===== config.mk =====
export PLATFORM = sky130hd
export DESIGN_NAME = hazard_controller_flat
export DESIGN_NICKNAME = d
export VERILOG_FILES = /design/src/rtl/hazard_if.sv /design/src/rtl/hazard_controller.sv /design/src/flat_wrapper.sv
export SDC_FILE = /design/constraint.sdc
export NUM_CORES = 1
export LEC_CHECK = 0
export ABC_AREA = 1
export CORE_MARGIN = 2
export CORE_UTILIZATION = 44
export CTS_CLUSTER_SIZE = 24
export DETAILED_ROUTE_END_ITERATION = 8
export GPL_ROUTABILITY_DRIVEN = 0
export PLACE_DENSITY = 0.8
export SYNTH_ARGS = -nofsm -noshare
export SYNTH_HDL_FRONTEND = slang
export SYNTH_SLANG_ARGS = --single-unit

===== constraint.sdc =====
create_clock -name clk -period 1.7 [get_ports clk]
set_clock_uncertainty 0.05 [all_clocks]
set_input_delay 0.17 -clock clk [delete_from_list [all_inputs] [get_ports clk]]
set_output_delay 0.17 -clock clk [all_outputs]
set_load 0.1 [all_outputs]

===== src/rtl/hazard_if.sv =====
// hazard_if: pipeline hazard signals between the datapath and the hazard controller
interface hazard_if;
    logic [4:0]  Rs1D, Rs2D, Rs1E, Rs2E, RdE, RdM, RdW;
    logic        RegWriteM, RegWriteW, LoadE, PCSrcE, MDStartE;
    logic        StallF, StallD, StallE, FlushD, FlushE, FlushM;
    logic [1:0]  ForwardAE, ForwardBE;
    logic [15:0] StallCount;
    modport slave (
        input  Rs1D, Rs2D, Rs1E, Rs2E, RdE, RdM, RdW, RegWriteM, RegWriteW, LoadE, PCSrcE, MDStartE,
        output StallF, StallD, StallE, FlushD, FlushE, FlushM, ForwardAE, ForwardBE, StallCount
    );
    modport master (
        output Rs1D, Rs2D, Rs1E, Rs2E, RdE, RdM, RdW, RegWriteM, RegWriteW, LoadE, PCSrcE, MDStartE,
        input  StallF, StallD, StallE, FlushD, FlushE, FlushM, ForwardAE, ForwardBE, StallCount
    );
endinterface


===== src/rtl/hazard_controller.sv =====
// hazard_controller: forwarding, load-use/branch hazards and multi-cycle op stalls for a 5-stage pipeline
module hazard_controller #(
    parameter int MD_LAT = 4
) (
    input logic clk,
    input logic rst,
    hazard_if.slave h
);
    localparam logic [1:0] IDLE = 2'd0, BUSY = 2'd1, LAST = 2'd2;
    logic [1:0]  state;
    logic [3:0]  cnt;
    logic [15:0] stall_count;
    logic        lw_stall, md_stall, stall_f;
    always_comb begin
        lw_stall = h.LoadE && h.RdE != 5'd0 && (h.RdE == h.Rs1D || h.RdE == h.Rs2D);
        md_stall = (state == IDLE && h.MDStartE) || state == BUSY;
        // every hazard output is forced quiet while reset is held
        stall_f = rst && (md_stall || lw_stall);
        h.StallF = stall_f;
        h.StallD = stall_f;
        h.StallE = rst && md_stall;
        h.FlushM = rst && md_stall;
        h.FlushD = rst && !md_stall && h.PCSrcE;
        h.FlushE = rst && !md_stall && (lw_stall || h.PCSrcE);
        h.ForwardAE = !rst ? 2'b00 :
                      (h.RegWriteM && h.RdM != 5'd0 && h.RdM == h.Rs1E) ? 2'b10 :
                      (h.RegWriteW && h.RdW != 5'd0 && h.RdW == h.Rs1E) ? 2'b01 : 2'b00;
        h.ForwardBE = !rst ? 2'b00 :
                      (h.RegWriteM && h.RdM != 5'd0 && h.RdM == h.Rs2E) ? 2'b10 :
                      (h.RegWriteW && h.RdW != 5'd0 && h.RdW == h.Rs2E) ? 2'b01 : 2'b00;
        h.StallCount = stall_count;
    end
    always_ff @(posedge clk or negedge rst) begin
        if (!rst) begin
            state       <= IDLE;
            cnt         <= 4'd0;
            stall_count <= 16'd0;
        end else begin
            state <= (state == IDLE) ? (h.MDStartE ? ((MD_LAT > 2) ? BUSY : LAST) : IDLE) :
                     (state == BUSY) ? ((cnt == 4'd1) ? LAST : BUSY) : IDLE;
            cnt   <= (state == IDLE && h.MDStartE) ? 4'(MD_LAT - 2) :
                     (state == BUSY && cnt != 4'd1) ? cnt - 4'd1 : 4'd0;
            if (stall_f && stall_count != 16'hFFFF)
                stall_count <= stall_count + 16'd1;
        end
    end
endmodule


===== src/flat_wrapper.sv =====
// flat-port wrapper written by rule: the top's interface ports become plain ports
module hazard_controller_flat 
#(
    parameter int MD_LAT = 4
)
  (clk, rst, h_Rs1D, h_Rs2D, h_Rs1E, h_Rs2E, h_RdE, h_RdM, h_RdW, h_RegWriteM, h_RegWriteW, h_LoadE, h_PCSrcE, h_MDStartE, h_StallF, h_StallD, h_StallE, h_FlushD, h_FlushE, h_FlushM, h_ForwardAE, h_ForwardBE, h_StallCount);
  hazard_if h_i ();
  input logic clk;
  input logic rst;
  input wire logic [$bits(h_i.Rs1D)-1:0] h_Rs1D;
  input wire logic [$bits(h_i.Rs2D)-1:0] h_Rs2D;
  input wire logic [$bits(h_i.Rs1E)-1:0] h_Rs1E;
  input wire logic [$bits(h_i.Rs2E)-1:0] h_Rs2E;
  input wire logic [$bits(h_i.RdE)-1:0] h_RdE;
  input wire logic [$bits(h_i.RdM)-1:0] h_RdM;
  input wire logic [$bits(h_i.RdW)-1:0] h_RdW;
  input wire logic [$bits(h_i.RegWriteM)-1:0] h_RegWriteM;
  input wire logic [$bits(h_i.RegWriteW)-1:0] h_RegWriteW;
  input wire logic [$bits(h_i.LoadE)-1:0] h_LoadE;
  input wire logic [$bits(h_i.PCSrcE)-1:0] h_PCSrcE;
  input wire logic [$bits(h_i.MDStartE)-1:0] h_MDStartE;
  output wire logic [$bits(h_i.StallF)-1:0] h_StallF;
  output wire logic [$bits(h_i.StallD)-1:0] h_StallD;
  output wire logic [$bits(h_i.StallE)-1:0] h_StallE;
  output wire logic [$bits(h_i.FlushD)-1:0] h_FlushD;
  output wire logic [$bits(h_i.FlushE)-1:0] h_FlushE;
  output wire logic [$bits(h_i.FlushM)-1:0] h_FlushM;
  output wire logic [$bits(h_i.ForwardAE)-1:0] h_ForwardAE;
  output wire logic [$bits(h_i.ForwardBE)-1:0] h_ForwardBE;
  output wire logic [$bits(h_i.StallCount)-1:0] h_StallCount;
  assign h_i.Rs1D = h_Rs1D;
  assign h_i.Rs2D = h_Rs2D;
  assign h_i.Rs1E = h_Rs1E;
  assign h_i.Rs2E = h_Rs2E;
  assign h_i.RdE = h_RdE;
  assign h_i.RdM = h_RdM;
  assign h_i.RdW = h_RdW;
  assign h_i.RegWriteM = h_RegWriteM;
  assign h_i.RegWriteW = h_RegWriteW;
  assign h_i.LoadE = h_LoadE;
  assign h_i.PCSrcE = h_PCSrcE;
  assign h_i.MDStartE = h_MDStartE;
  assign h_StallF = h_i.StallF;
  assign h_StallD = h_i.StallD;
  assign h_StallE = h_i.StallE;
  assign h_FlushD = h_i.FlushD;
  assign h_FlushE = h_i.FlushE;
  assign h_FlushM = h_i.FlushM;
  assign h_ForwardAE = h_i.ForwardAE;
  assign h_ForwardBE = h_i.ForwardBE;
  assign h_StallCount = h_i.StallCount;
  hazard_controller #(.MD_LAT(MD_LAT)) u_core (.clk(clk), .rst(rst), .h(h_i));
endmodule

==> summary.txt <==
Yosys
  • Async set-or-reset flop fraction in the synthesized netlist: 100%
  • Main combinational cell family by area after synthesis: simple AND/OR/NAND/NOR gates
  • Flops & latches, synth: 22
  • Adder and majority gate portion of the synthesized area: under 10%
  • Portion of netlist area occupied by mux cells: 0%
  • Sequential-to-total area share from yosys stat: between 30 and 40%
  • Syn. warnings: 0
  • Mean area per synthesized cell: between 6 and 7 um^2
  • Most instantiated flip-flop cell in the synthesis netlist: dfrtp_1
  • Number of different library cells in the post-synthesis netlist: 26
  • Biggest area consumer among synthesized cells: dfrtp_1
  • Complex-gate fraction of the synthesized area: under 10%
  • Mapped Cells: 262
  • Yosys top cell area share: a little under a third
  • Area fraction in and, or, nand and nor cells after synthesis: 38.2%
  • Synthesized Nets: a little over 300
  • Synth area leaders: dfrtp_1 31%, nand2_1 15%, nand3_1 8.4%, xnor2_1 7.8%, xor2_1 7.3%
  • Area share of xor/xnor cells in the synthesized design: 15.2%
  • Cell area after synthesis: about 1800 um^2
  • Number of synthesized flops with an enable pin: 0

CTS
  • CTS buffer count: 3
  • Clock Tree Buf Depth: 2
  • Clock sink count: 22
  • Clock latency reported for the late side of the worst-skew pair: 0.27 ns
  • CTS tree: done
  • H-tree lvl count: 1
  • Clock-pin slew on the worst setup and hold paths: approximately 0.080 ns
  • Clock root buffer master: clkbuf_8

STA
  • # setup viols final: 2
  • Number of hold violations in the final report: 0
  • Worst relative slew slack: about three quarters
  • Fin Hold WS: roughly 0.088 ns
  • Sum Neg Setup Slack: -0.136 ns
  • Maximum clock rate: roughly 560 MHz
  • Ratio of final minimum period to clock period: 104%
  • PnR worst setup slack: -0.0746 ns
  • Number of slew-limit violations in the final report: 0
  • Actual slew at the worst max-slew pin: about 0.36 ns
  • Post-route minimum period: 1.77 ns
  • RSZ-0062 raised after global routing: yes

Worst hold path
  • Hold/Removal Path Class: in2async

Global route
  • Global-route wire length before repair: roughly 10000 um
  • Maximum number of pins on one net before global-route repair: 17
  • Number of global-route vias before repair: between 2k and 2.5k
  • GRT overflow: 0
  • Global-route total usage across every layer: roughly 30%
  • Number of antenna violations at the first check in global routing: 0

Cells and area
  • Net total in the final layout: slightly above 400
  • Area occupied by registers: 591 um^2
  • Fraction of layout instances using a drive strength above 1: 42.3%
  • ANT cells: 0
  • Footprint of the multi-input gates: roughly 1300 um^2
  • Final core area utilization: between 80% and 90%
  • Area Overhead vs Synth: 87.9%
  • Number of fill cells in the layout: 207

Floorplanning
  • I/O pin total: between 60 and 70
  • Die footprint: roughly 4600 um^2
  • Chip height: 67.8 um
  • Core area: between 3000 and 4000 um^2
  • Standard-cell row count: 23
  • Effective utilization at floorplan: roughly 45%
  • Horiz. Die Dim: 67.8 um

Setup path
  • Critical R2R Launch: u_core.h.StallCount[9]
  • Worst setup path category: in2out
  • Crit path from: h_Rs1E[1]
  • Critical path peak fanout: 2
  • Startpoint Class: input pin
  • Required time reported for the critical path endpoint: 1.48 ns
  • Category of the worst setup path capture point: output port
  • Arrival time worst endpoint: ~1.6 ns

Route
  • Wire length per cell after detailed routing: between 15 and 20 um
  • Antenna-violating nets left: 0
  • First drt pass iteration count: 5
  • Via-per-instance ratio: between 5 and 6
  • Routed vias: 2180
  • Number of design-rule violations left by the first detailed-router iteration: ~110
  • DRC errors left: 0
  • Post-Route WL: roughly 6800 um

Pwr
  • Leak pwr: about 0.0016 uW
  • Max VDD drop: 0.00115 V
  • Ratio of total power to cell area: a little under 1000 nW/um^2

Outcome
  • Failing checks: setup timing
  • Run status: finished with violations

Place
  • Pre-CTS WS: -0.226 ns
  • Port Buffers: 67
  • HPWL after DPL: 4630 um

Run
  • Reported max-cap violation count: 0
-- stage by stage --
stage	power (uW)	cell area [um^2]	cells
3_5_place_dp	2820	3170	409
5_1_grt	3400	3360	419
2_1_floorplan	2070	1980	262
6_report	3240	3360	419
4_1_cts	3190	3280	416
3_3_place_gp	2780	3170	409
-- worst max-delay path, cell delays in order --
cell and delay [ns]:
dlygate4sd2_1 0.26, buf_4 0.15, xnor2_2 0.14, nand4_1 0.16, nor2_2 0.19, nand2_2 0.12, inv_1 0.14, nor2_2 0.07
buf_12 0.16
-- cells by family after synthesis --
group | count (synthesis)
AOI/OAI and AO/OA | 11
adders and majority gates | 3
xor gates and xnor gates | 31
buffers and inverters | 42
DFF | 22
and+or+nand+nor | 153
-- area by class of cell --
cell class | count | share of cell area (%)
Multi-Input combinational cell | 198 | 39.0
Timing Repair Buffer | 109 | 36.1
Sequential cell | 22 | 17.6
Inverter | 36 | 4.05
Tap cell | 50 | 1.86
Clock buffer | 4 | 1.34
-- cells in the final DEF (no fill, tap or decap), types with 11 or more instances in the layout --
master | synthesis | layout
nor2_1 | 30 | 18
nand2_1 | 73 | 66
nand3_1 | 30 | 14
xor2_1 | 15 | 14
buf_12 | 0 | 26
nand3_2 | 0 | 16
xnor2_1 | 16 | 13
nor2_2 | 2 | 11
buf_4 | 2 | 38
inv_1 | 29 | 25
dlygate4sd2_1 | 0 | 25
-- state kept, by name, indices dropped and copies added, names as in the netlist --
name                 count
u_core.state             2
u_core.cnt               4
u_core.h.StallCount     16
-- power by group --
group	internal, uW	leakage, uW	switching, uW
Sequential	671	0.000266	110
Combinational	806	0.00134	1310
Clock	168	0.0000228	176
Total	1640	0.00163	1600
-- per-layer routing --
metal / global-route usage (%) / share of wire [%]
met5: 0 / 0
met1: 31.4 / 37
met4: 15.0 / 3.1
met3: 5.83 / 4.6
met2: 55.0 / 55
-- worst paths after layout --
path / end / slack [ns] / depth (start not counted)
setup / recovery: h_ForwardAE[0] / -0.07 / 9
hold / removal: u_core.h.StallCount[9] / 0.09 / 3
setup reg to reg: u_core.h.StallCount[8] / 0.05 / 8
hold reg to reg: u_core.state[1] / 0.41 / 1
max in group asynchronous: u_core.state[1] / 0.95 / 4
min in group clk: u_core.state[1] / 0.41 / 1
-- synthesized netlist by cell type (2+ instances only) --
library cell	instances
buf_4	2
nand2_1	73
dfrtp_1	22
nand3_1	30
inv_2	5
o21ai_0	7
xor2_1	15
buf_6	3
ha_1	3
nand2_2	2
nor2_1	30
a21oi_1	3
clkinv_1	2
nand4_1	5
inv_1	29
xnor2_1	16
nor3_1	4
nor4_1	2
nor2_2	2
-- what timing repair did --
item	4_1_cts	5_1_grt
hold buffers	1	0
buffers inserted	2	3
hold endpoints to repair	6	0
endpoints found under the setup margin	11	23
resized for setup	48	32
pin swaps	20	20
(Power assumes the default switching activity.)
==> patch (same flow settings) <==
Make the reset (`rst`) synchronous in one clocked block.
--- a/src/rtl/hazard_controller.sv
+++ b/src/rtl/hazard_controller.sv
@@ -31,5 +31,5 @@
         h.StallCount = stall_count;
     end
-    always_ff @(posedge clk or negedge rst) begin
+    always_ff @(posedge clk) begin
         if (!rst) begin
             state       <= IDLE;
Check against the original RTL: differs if rst is asserted again (counterexample within 4 cycles, from zero or initial values and one cycle with rst low); with rst held inactive, the same outputs for 10 cycles.
==> patch against the original RTL <==
The run still ends with setup timing left. Area after synthesis shrank 2.2%. Wire length grew 3.9%. Final area shrank 5.4%. Final cell count grew 0.48%. Global-route usage shrank 2.5 points. Sequential cell count is the same. Worst setup slack gained 0.030 ns.
Power is not compared: it rests on default switching activity, and its combinational part moved more than twofold at a synthesized area within 25%.
==> patch: results <==
[run_status]
status = "finished, violations left"
failed_checks = "setup timing"

[setup_path]
slowest_stage = "dfxtp_4"
crit_path_max_incr_delay_ns = 0.40
crit_family = "simple AND/OR/NAND/NOR gates"
cp_max_fo = 5
critPathLaunch = "u_core.h.StallCount[2]"
arrival_ns = 1.85

[layout]
nNetsFinal = 419
fill_cells = 196
drive_gt1_frac = 0.370

[synth]
ys_types = 29
synthTopCellsByArea = "dfxtp_1 (25%), nand2_1 (14%), nor2_1 (10%)"
synthTopCellsByCount = "nand2_1 (65), nor2_1 (48), inv_1 (37)"
synth_nets = 327
syn_inst = 282
async_reset_ff_frac = 0
yosysSeqAreaShare = 0.252

[route]
drt-vias-per-instance = 5.49
wl_um = 7020
drtIter0Drc = 235
dr_total_vias = 2313

[power_and_ir_drop]
irDropWorstVdd_v = 0.000492

[placed_design]
hpwlAfterDp_um = 4400
place_inst = 410

[worst_hold_path]
min-delay-path-class = "input port to flop"
min_from = "h_MDStartE"

[sta]
worst_slew_pin_slew_ns = 0.371
tns_ns = -0.0521
worst_slack_ns = -0.0444
setup_viol_count_final = 2

[global_route]
grt_pass1_vias = 2129
grt_pass1_wl_um = 9280
grtUsageTotal = 0.271
patch: cell count changes after synthesis, sizes merged, moves of 7 or more:
cell	delta
xnor2	-7
dfrtp	-22
a21oi	+17
nor2	+18
nand2	-7
dfxtp	+22
patch: final cells by class:
type | count | area [um^2] | area share
repair buffers | 94 | 1110 | 0.348
well taps | 48 | 60.1 | 0.0189
inverters | 41 | 156 | 0.0492
multi-input cells | 212 | 1290 | 0.407
flip-flops and latches | 22 | 490 | 0.154
clock buffers | 3 | 41.3 | 0.0130
clock inverters | 1 | 30.0 | 0.00944
patch: logic make-up after synthesis:
kind of cell | count (synthesis) | synth area share
and+or+nand+nor | 161 | 0.408
buffers and inverters | 48 | 0.124
AOI/OAI and AO/OA | 27 | 0.0894
DFF | 22 | 0.252
xor gates and xnor gates | 21 | 0.105
adders and majority gates | 3 | 0.0214
patch: what timing repair did:
action,CTS,global route
pin swaps,19,26
setup endpoints to repair,9,19
resized for setup,59,45
setup buffers,4,3
patch: power by group:
group / total, uW / switching, uW / internal [uW]
clock: 499 / 184 / 315
combinational: 867 / 508 / 359
sequential: 563 / 32.6 / 530
total: 1930 / 724 / 1200
patch: per-layer routing:
| layer | wire, um | up-vias | global-route usage |
|---|---|---|---|
| met2 | 3740 | 148 | 0.545 |
| li1 | - | 1065 | - |
| met1 | 2360 | 1057 | 0.261 |
| met4 | 406 | 0 | 0.110 |
| met3 | 510 | 43 | 0.0541 |
| met5 | 0 | - | 0 |
patch: final timing paths:
path	endpoint	slack [ns]	depth (start not counted)
setup / recovery	u_core.h.StallCount[15]	-0.04	9
hold / removal	u_core.cnt[1]	0.29	5
hold reg to reg	u_core.cnt[0]	0.45	1
setup reg to reg	u_core.h.StallCount[15]	-0.04	9
patch: through the flow:
step | area [um^2] | util | setup WS, ns | hold slack [ns]
floorplan | 1880 | - | -0.364 | 0.355
global placement | 2950 | 0.789 | -0.271 | 0.396
detailed placement | 2950 | 0.789 | -0.346 | 0.429
CTS | 3100 | 0.828 | -0.0469 | 0.400
global route | 3180 | 0.850 | -0.102 | 0.327
finish | 3180 | 0.850 | -0.0444 | 0.292
patch: worst min-delay path, stage by stage:
cell and delay (ns):
dlymetal6s2s_1 0.12, inv_1 0.07, nor3_2 0.05, inv_1 0.07, a22oi_1 0.09
